===== config.mk =====
export PLATFORM = sky130hd
export DESIGN_NAME = bus_handshakes
export DESIGN_NICKNAME = d
export VERILOG_FILES = /design/src/rtl/bus_handshakes_pkg.sv /design/src/rtl/bus_handshakes.sv
export SDC_FILE = /design/constraint.sdc
export NUM_CORES = 1
export LEC_CHECK = 0
export ABC_AREA = 1
export BUFFER_PORTS_ARGS = -buffer_cell sky130_fd_sc_hd__buf_2
export CORE_MARGIN = 4
export CORE_UTILIZATION = 50
export CTS_BUF_LIST = sky130_fd_sc_hd__clkbuf_8
export DETAILED_ROUTE_END_ITERATION = 10
export GPL_TIMING_DRIVEN = 0
export PLACE_DENSITY = 0.78
export RECOVER_POWER = 25
export SLEW_MARGIN = 20
export SYNTH_ARGS = -nofsm -noshare
export SYNTH_HDL_FRONTEND = slang
export SYNTH_SLANG_ARGS = --single-unit

===== constraint.sdc =====
create_clock -name clk -period 1.57 [get_ports clk]
set_input_delay 0.0785 -clock clk [delete_from_list [all_inputs] [get_ports clk]]
set_output_delay 0.0785 -clock clk [all_outputs]
set_load 0.01 [all_outputs]

===== src/rtl/bus_handshakes_pkg.sv =====
`default_nettype none
// ============================================================================
// Module      : bus_handshakes_pkg
// Description : Shared types and constants for the bus_handshakes register
//               slice: occupancy state encoding and default payload width.
// Revision    : 1.0 - initial release
// ============================================================================
package bus_handshakes_pkg;

    // Default payload width of the slice
    localparam int c_DEFAULT_WIDTH = 32;

    // Occupancy of the slice: nothing held, main register held, main + skid held
    typedef enum logic [1:0] {
        EMPTY = 2'd0,
        ONE   = 2'd1,
        FULL  = 2'd2
    } hs_state_t;

endpackage : bus_handshakes_pkg
`default_nettype wire


===== src/rtl/bus_handshakes.sv =====
`default_nettype none
// ============================================================================
// Module      : bus_handshakes
// Description : Valid/ready pipeline register slice (full skid buffer).
//               Forward path (valid_o, data_o) and backward path (ready_o)
//               are both driven straight from flops, so no combinational
//               path crosses the block in either direction. Sustains one
//               beat per clock, preserves order, never drops a beat.
// Ports       : clk      - clock, all logic on rising edge
//               rstn     - synchronous reset, ACTIVE-HIGH despite its name
//               valid_i  - upstream beat valid
//               ready_o  - upstream may transfer (registered)
//               data_i   - upstream payload, sampled on accept
//               valid_o  - downstream beat valid (registered)
//               ready_i  - downstream accepts
//               data_o   - downstream payload (registered, main register)
// Revision    : 1.0 - initial release
// ============================================================================
module bus_handshakes
    import bus_handshakes_pkg::*;
#(
    parameter int WIDTH = c_DEFAULT_WIDTH
) (
    input  logic             clk,
    input  logic             rstn,
    input  logic             valid_i,
    output logic             ready_o,
    input  logic [WIDTH-1:0] data_i,
    output logic             valid_o,
    input  logic             ready_i,
    output logic [WIDTH-1:0] data_o
);

    hs_state_t        r_state;
    logic             r_valid;
    logic             r_ready;
    logic [WIDTH-1:0] r_main;
    logic [WIDTH-1:0] r_skid;

    logic             w_in;
    logic             w_out;

    // Handshakes use only registered outputs on our side, so neither
    // ready_o nor valid_o/data_o can see the opposite side combinationally.
    assign w_in  = valid_i && r_ready;
    assign w_out = r_valid && ready_i;

    always_ff @(posedge clk) begin
        if (rstn) begin
            // ready_o is held low during reset and rises on the first
            // edge after release (EMPTY branch below).
            r_state <= EMPTY;
            r_valid <= 1'b0;
            r_ready <= 1'b0;
            r_main  <= '0;
            r_skid  <= '0;
        end else begin
            case (r_state)
                EMPTY: begin
                    r_ready <= 1'b1;
                    if (w_in) begin
                        r_main  <= data_i;
                        r_valid <= 1'b1;
                        r_state <= ONE;
                    end
                end

                ONE: begin
                    if (w_in && w_out) begin
                        r_main <= data_i;
                    end else if (w_in) begin
                        // Downstream stalled: park the new beat in the skid
                        // register and stop accepting.
                        r_skid  <= data_i;
                        r_ready <= 1'b0;
                        r_state <= FULL;
                    end else if (w_out) begin
                        // data_o keeps its last value while empty
                        r_valid <= 1'b0;
                        r_state <= EMPTY;
                    end
                end

                FULL: begin
                    // ready_o is low here, so no accept can coincide
                    if (w_out) begin
                        r_main  <= r_skid;
                        r_ready <= 1'b1;
                        r_state <= ONE;
                    end
                end

                default: begin
                    r_state <= EMPTY;
                    r_valid <= 1'b0;
                    r_ready <= 1'b0;
                end
            endcase
        end
    end

    assign ready_o = r_ready;
    assign valid_o = r_valid;
    assign data_o  = r_main;

endmodule : bus_handshakes
`default_nettype wire


==> metrics.md, run 1 <==
| Metric | Value |
|---|---|
| Outcome | complete, no violations |
| Synth Flop Type | dfxtp_1 |
| Final core occ | 67.0% |
| Mapped Nets | 519 |
| CTS HTree Levels | 3 |
| CTS tree | done |
| Worst Hold Class | input port to flop |
| Layout area overhead | 29.3% |
| VDD IR max | 0.000684 V |
| First-pass GRT wire length | 13,800 um |
| Synthesized area per cell | 6.39 um2 |
| Site Rows | 28 |
| Fraction of registers with async set/reset | 0% |
| Ant. Diodes | 0 |
| Post-layout min period | 1.48 ns |
| Die Height | 86.6 um |
| Slew @ Worst Pin | 0.480 ns |
| Initial antenna violation count | 0 |
| Post-layout nets | 629 |
| Critical Path Source Type | flop |
| Sequential cell area | 1360 um2 |
| Final worst slack | 0.0921 ns |
| Synth cell types | 16 |
| 1st-pass router iterations | 5 |
| Synth cell count leaders | nand2_1, dfxtp_1, nor2_1 |
| Slew HR | 68.0% |
| RSZ-0062 raised after global routing | no |
| EDFF count, synth | 0 |
| Area of the multi-input gates | 1430 um2 |
| CTS Buffer Depth | 2 |
| Top Ports | 70 |
| Final clock skew | 0.00886 ns |
| Worst setup EP type | flop |
| Critical Path AT | 1.71 ns |
| Iteration-0 DRC Markers | 216 |
| Count leader, synth | nand2_1 |
| Synthesized flop and latch total | 68 |
| Starting Density | 51.8% |
| Slowest cell delay on critical path | 0.32 ns |
| Detailed Place HPWL | 5240 um |
| Clk sinks | 68 |
| Ys Warns | 0 |
| Fillers | 563 |
| Hold WS | 0.0157 ns |
| Yosys top cell by area | dfxtp_1 |
| Largest net degree at the start of global routing | 11 |
| Final Hold Vio Count | 0 |
| Critical Path RT | 1.80 ns |
| Pwr Density | 1020 nW/um2 |
| Leakage | 0.00195 uW |
| TNS Setup | 0 ns |
| Post-route cell area | 3990 um2 |
| Residual DRC count | 0 |
| CTS buffer count | 9 |
| Total global routing overflow | 0 |
| Dpl ws | 0.0849 ns |
| Post-route ant nets | 0 |
| Worst path bufs/invs | 3 |
| Latest clock arrival within the worst-skew pair | 0.35 ns |
| CTS clk-pin slew, worst paths | 0.07 ns |
| Crit-path slowest cell | dfxtp_1 |
| Routed WL | 8090 um |
| Mapped Cells | 483 |
| Post-synth top area share | 44.1% |
| Fraction of layout cells with a size suffix above 1 | 13.5% |
| Vias in the first global route | 3,151 |
| Core ar. | 5960 um2 |
| Synthesized area | 3090 um2 |
| Final period util | 94.1% |
| Routability cong. | 0.860 |
| Placed instance area | 3520 um2 |
| Sequential share of the synthesized area | 44.1% |
| Chip Width | 86.6 um |
| Ranking of synthesized cells by area | dfxtp_1, nand2_1, nor2_1 |
| CP Max Fanout | 10 |
| Total Routing Usage GR | 23.2% |
| Max cap viols | 0 |
| Vias | 3,259 |
| F_max | 677 MHz |
| DR vias/cell | 4.84 |
| Post-CTS Setup Inserts | 0 |
| CP Cell Sequence | buf_4 -> inv_2 -> nand3_1 -> nand2_1 -> nand2_4 -> clkbuf_4 -> nor2_1 -> nor2_1 |
| Total Die Area | 7490 um2 |
| Wirelength per Cell | 12.0 um |
| IO Port Bufs | 68 |
| Final setup viols | 0 |
| Root Buffer | clkbuf_8 |
| Count of final max-slew check failures | 0 |
| Crit-path most repeated cell | nor2_1 |
| WS Path Type | flop to flop |
| Top Family by Delay on Critical Path | simple AND/OR/NAND/NOR gates |
-- worst min-delay path, delay by kind of cell --
family,cells,cell delay [ns]
buffers and inverters,1,0.11
AO/OA/AOI/OAI,1,0.07
AND/OR/NAND/NOR,1,0.06
-- final cells by class --
type                       instances  share of cell area, %
buffer                            29                   4.11
clock buffer                      12                   4.14
clock inverter                     4                  0.408
inverter                          37                   3.48
multi-input combinational        349                   35.8
sequential                        68                   34.2
tap                               75                   2.35
timing repair buffer              99                   15.5
-- metrics by stage --
step           total power (uW)  std cells
2_1_floorplan              2480        483
3_3_place_gp               2740        626
3_5_place_dp               2760        626
4_1_cts                    4120        673
5_1_grt                    4320        673
6_report                   4080        673
-- cells in the final DEF (no fill, tap or decap), types with 2 or more instances in the layout --
cell type / count
nor2_4: 2
nor2_1: 66
nand2_1: 204
nand3_1: 38
dfxtp_1: 67
buf_4: 3
dlygate4sd3_1: 31
buf_2: 51
clkbuf_4: 3
inv_1: 36
buf_6: 3
clkbuf_8: 12
inv_2: 3
a21oi_1: 36
clkbuf_1: 37
-- registers in the layout, summed over array words and instances, names as in the netlist --
name	cells
valid_o	1
r_skid	32
data_o	32
r_state	2
ready_o	1
-- where the power goes --
group	leakage [uW]	switching, uW	internal (uW)
clock	0.000106	630	683
combinational	0.00129	516	324
sequential	0.000555	69.7	1860
-- routing by layer --
metal	up-vias	global-route usage [%]	share of wire [%]
met1	1455	28.8	43
met5	-	0	0
met4	0	12.2	2.5
met2	90	38.5	49
met3	20	3.90	5.3
li1	1694	-	-
-- path summary, 6_finish.rpt --
| check | end | slack (ns) | startpoint | depth (start not counted) |
|---|---|---|---|---|
| min reg2reg | r_skid[11]$_SDFFE_PP0P_ | 0.46 | r_skid[11]$_SDFFE_PP0P_ | 2 |
| max reg2reg | data_o[24]$_SDFFE_PP0P_ | 0.09 | r_state[1]$_SDFFE_PP0P_ | 8 |
| max | data_o[24]$_SDFFE_PP0P_ | 0.09 | r_state[1]$_SDFFE_PP0P_ | 8 |
| min | r_skid[18]$_SDFFE_PP0P_ | 0.02 | data_i[18] | 3 |
-- logic make-up (layout without fill, tap and decap cells) --
| kind of cell | Yosys count | after routing | synth area share [%] |
|---|---|---|---|
| simple gates | 312 | 312 | 40.3 |
| compound gates | 37 | 37 | 6.00 |
| buf+inv | 66 | 181 | 9.57 |
| flops | 68 | 68 | 44.1 |
-- repair_timing --
action	CTS	global route
endpoints found under the hold margin	31	0
setup endpoints to repair	0	25
resized for setup	0	4
hold buffers	31	0
No activity file was read; power rests on OpenSTA's default activity.
==> inputs of run 2 (changes only) <==
Settings changed: RECOVER_POWER 25 to 100.
==> run 2 against run 1 <==
  * Cell count unchanged
  * Wire length is 0.33% lower
  * Flip-flop and latch count is the same
  * Critical path depth did not move
  * Global-route usage unchanged
  * Non-clock buffer count stayed put
  * Sequential power about the same
  * Fmax rose by 0.61%
  * Largest cell class unchanged
==> metrics.md, run 2 (synthesis results as in run 1) <==
| Metric | Value |
|---|---|
| F_max | 681 MHz (was 677 MHz) |
| Total global routing overflow | 0 (unchanged) |
| Initial antenna violation count | 0 (unchanged) |
| Final Hold Vio Count | 0 (unchanged) |
| Ant. Diodes | 0 (unchanged) |
| Site Rows | 28 (unchanged) |
| Placed instance area | 3520 um2 (unchanged) |
| Most frequent cells in the layout | nand2_1, dfxtp_1, nor2_1 (unchanged) |
| Final setup viols | 0 (unchanged) |
| Commonest non-fill, non-tap cell in the layout | nand2_1 (unchanged) |
| Count of final max-slew check failures | 0 (unchanged) |
| CTS buffer count | 9 (unchanged) |
| Dpl ws | 0.0849 ns (unchanged) |
| Routability cong. | 0.860 (unchanged) |
| Final worst slack | 0.101 ns (was 0.0921 ns) |
| First-pass GRT wire length | 13,800 um (unchanged) |
| IO Port Bufs | 68 (unchanged) |
| Outcome | complete, no violations (unchanged) |
| CTS Buffer Depth | 2 (unchanged) |
| Wirelength per Cell | 12.0 um (about the same) |
| Leakage | 0.00192 uW (was 0.00195 uW) |
| Latest clock arrival within the worst-skew pair | 0.35 ns (about the same) |
| Root Buffer | clkbuf_8 (unchanged) |
| Slew HR | 68.0% (about the same) |
| WS Path Type | flop to flop (unchanged) |
| Vias in the first global route | 3,151 (unchanged) |
| Post-route ant nets | 0 (unchanged) |
| Pwr Density | 1020 nW/um2 (about the same) |
| Worst Setup SP | r_state[1]$_SDFFE_PP0P_ (unchanged) |
| Worst setup EP type | flop (unchanged) |
| Die Height | 86.6 um (unchanged) |
| Routed WL | 8060 um (was 8090 um) |
| FF-to-FF Start | r_state[1]$_SDFFE_PP0P_ (unchanged) |
| CTS HTree Levels | 3 (unchanged) |
| Total Die Area | 7490 um2 (unchanged) |
| Critical Path AT | 1.71 ns (about the same) |
| Top Ports | 70 (unchanged) |
| Largest net degree at the start of global routing | 11 (unchanged) |
| CTS tree | done (unchanged) |
| Post-route cell area | 3980 um2 (was 3990 um2) |
| Fraction of layout cells with a size suffix above 1 | 12.0% (was 13.5%) |
| Critical Path Source Type | flop (unchanged) |
| Hold WS | 0.0148 ns (was 0.0157 ns) |
| Chip Width | 86.6 um (unchanged) |
| Clk sinks | 68 (unchanged) |
| Worst Min Path Start | data_i[18] (unchanged) |
| VDD IR max | 0.000686 V (was 0.000684 V) |
| Final clock skew | 0.00825 ns (was 0.00886 ns) |
| Layout area overhead | 28.9% (was 29.3%) |
| Iteration-0 DRC Markers | 213 (was 216) |
| Final core occ | 66.8% (was 67.0%) |
| Slew @ Worst Pin | 0.479 ns (was 0.480 ns) |
| Total Routing Usage GR | 23.2% (unchanged) |
| Vias | 3,256 (was 3,259) |
| Max cap viols | 0 (unchanged) |
| CTS clk-pin slew, worst paths | 0.07 ns (about the same) |
| Final period util | 93.6% (was 94.1%) |
| TNS Setup | 0 ns (unchanged) |
| Post-layout nets | 629 (unchanged) |
| 1st-pass router iterations | 4 (was 5) |
| Starting Density | 51.8% (unchanged) |
| Worst R2R Setup Slack | 0.10 ns (was 0.09 ns) |
| Core ar. | 5960 um2 (unchanged) |
| Residual DRC count | 0 (unchanged) |
| Worst Hold Class | input port to flop (unchanged) |
| RSZ-0062 raised after global routing | no (unchanged) |
| Critical Path RT | 1.81 ns (was 1.80 ns) |
| Post-layout min period | 1.47 ns (was 1.48 ns) |
| CP Max Fanout | 10 (unchanged) |
| DR vias/cell | 4.84 (about the same) |
| Detailed Place HPWL | 5240 um (unchanged) |
==> run 2: final timing paths <==
kind                                                 to  depth (start not counted)
worst max register to register  data_o[24]$_SDFFE_PP0P_                          8
worst min register to register  r_skid[11]$_SDFFE_PP0P_                          2
worst min-delay path            r_skid[18]$_SDFFE_PP0P_                          3
worst max-delay path            data_o[24]$_SDFFE_PP0P_                          8
==> run 2: critical path, stage by stage, from the launching register on <==
cell and delay (ns):
dfxtp_1 0.32, buf_4 0.18, inv_2 0.06, nand3_1 0.10, nand2_1 0.12, nand2_4 0.11, clkbuf_4 0.22, nor2_1 0.17
nor2_1 0.07
==> run 2: repair_timing <==
item / 4_1_cts / 5_1_grt
hold endpoints to repair: 31 / 0
hold buffers: 31 / 0
setup buffers: 0 / 0
endpoints found under the setup margin: 0 / 25
resized for setup: 0 / 4
==> run 2: cell type report <==
cell class / count / area (um2)
plain buffers: 29 / 164
clock buffers: 12 / 165
clock inverters: 4 / 16.3
fillers: 566 / 1980
inverters: 37 / 139
multi-input cells: 349 / 1430
flip-flops and latches: 68 / 1360
well taps: 75 / 93.8
repair buffers: 99 / 608
==> run 2: through the flow <==
| step | cells | total power [uW] |
|---|---|---|
| global placement | 626 | 2740 |
| detailed placement | 626 | 2760 |
| finish | 673 | 4080 |
| floorplan | 483 | 2480 |
| global route | 673 | 4310 |
| CTS | 673 | 4120 |
==> run 2: metal layers <==
layer / routed length, um / part of all wire [%] / GRT usage (%) / vias up
met3: 417 / 5.2 / 3.90 / 20
met1: 3460 / 43 / 28.8 / 1464
li1: - / - / - / 1693
met2: 3980 / 49 / 38.5 / 79
met5: 0 / 0 / 0 / -
met4: 208 / 2.6 / 12.2 / 0
==> run 2: power by group <==
part | internal [uW] | switching [uW] | total, uW | leakage [uW]
sequential | 1860 | 70.3 | 1930 | 0.000555
combinational | 316 | 515 | 831 | 0.00125
clock | 683 | 631 | 1310 | 0.000106
total | 2860 | 1220 | 4080 | 0.00192
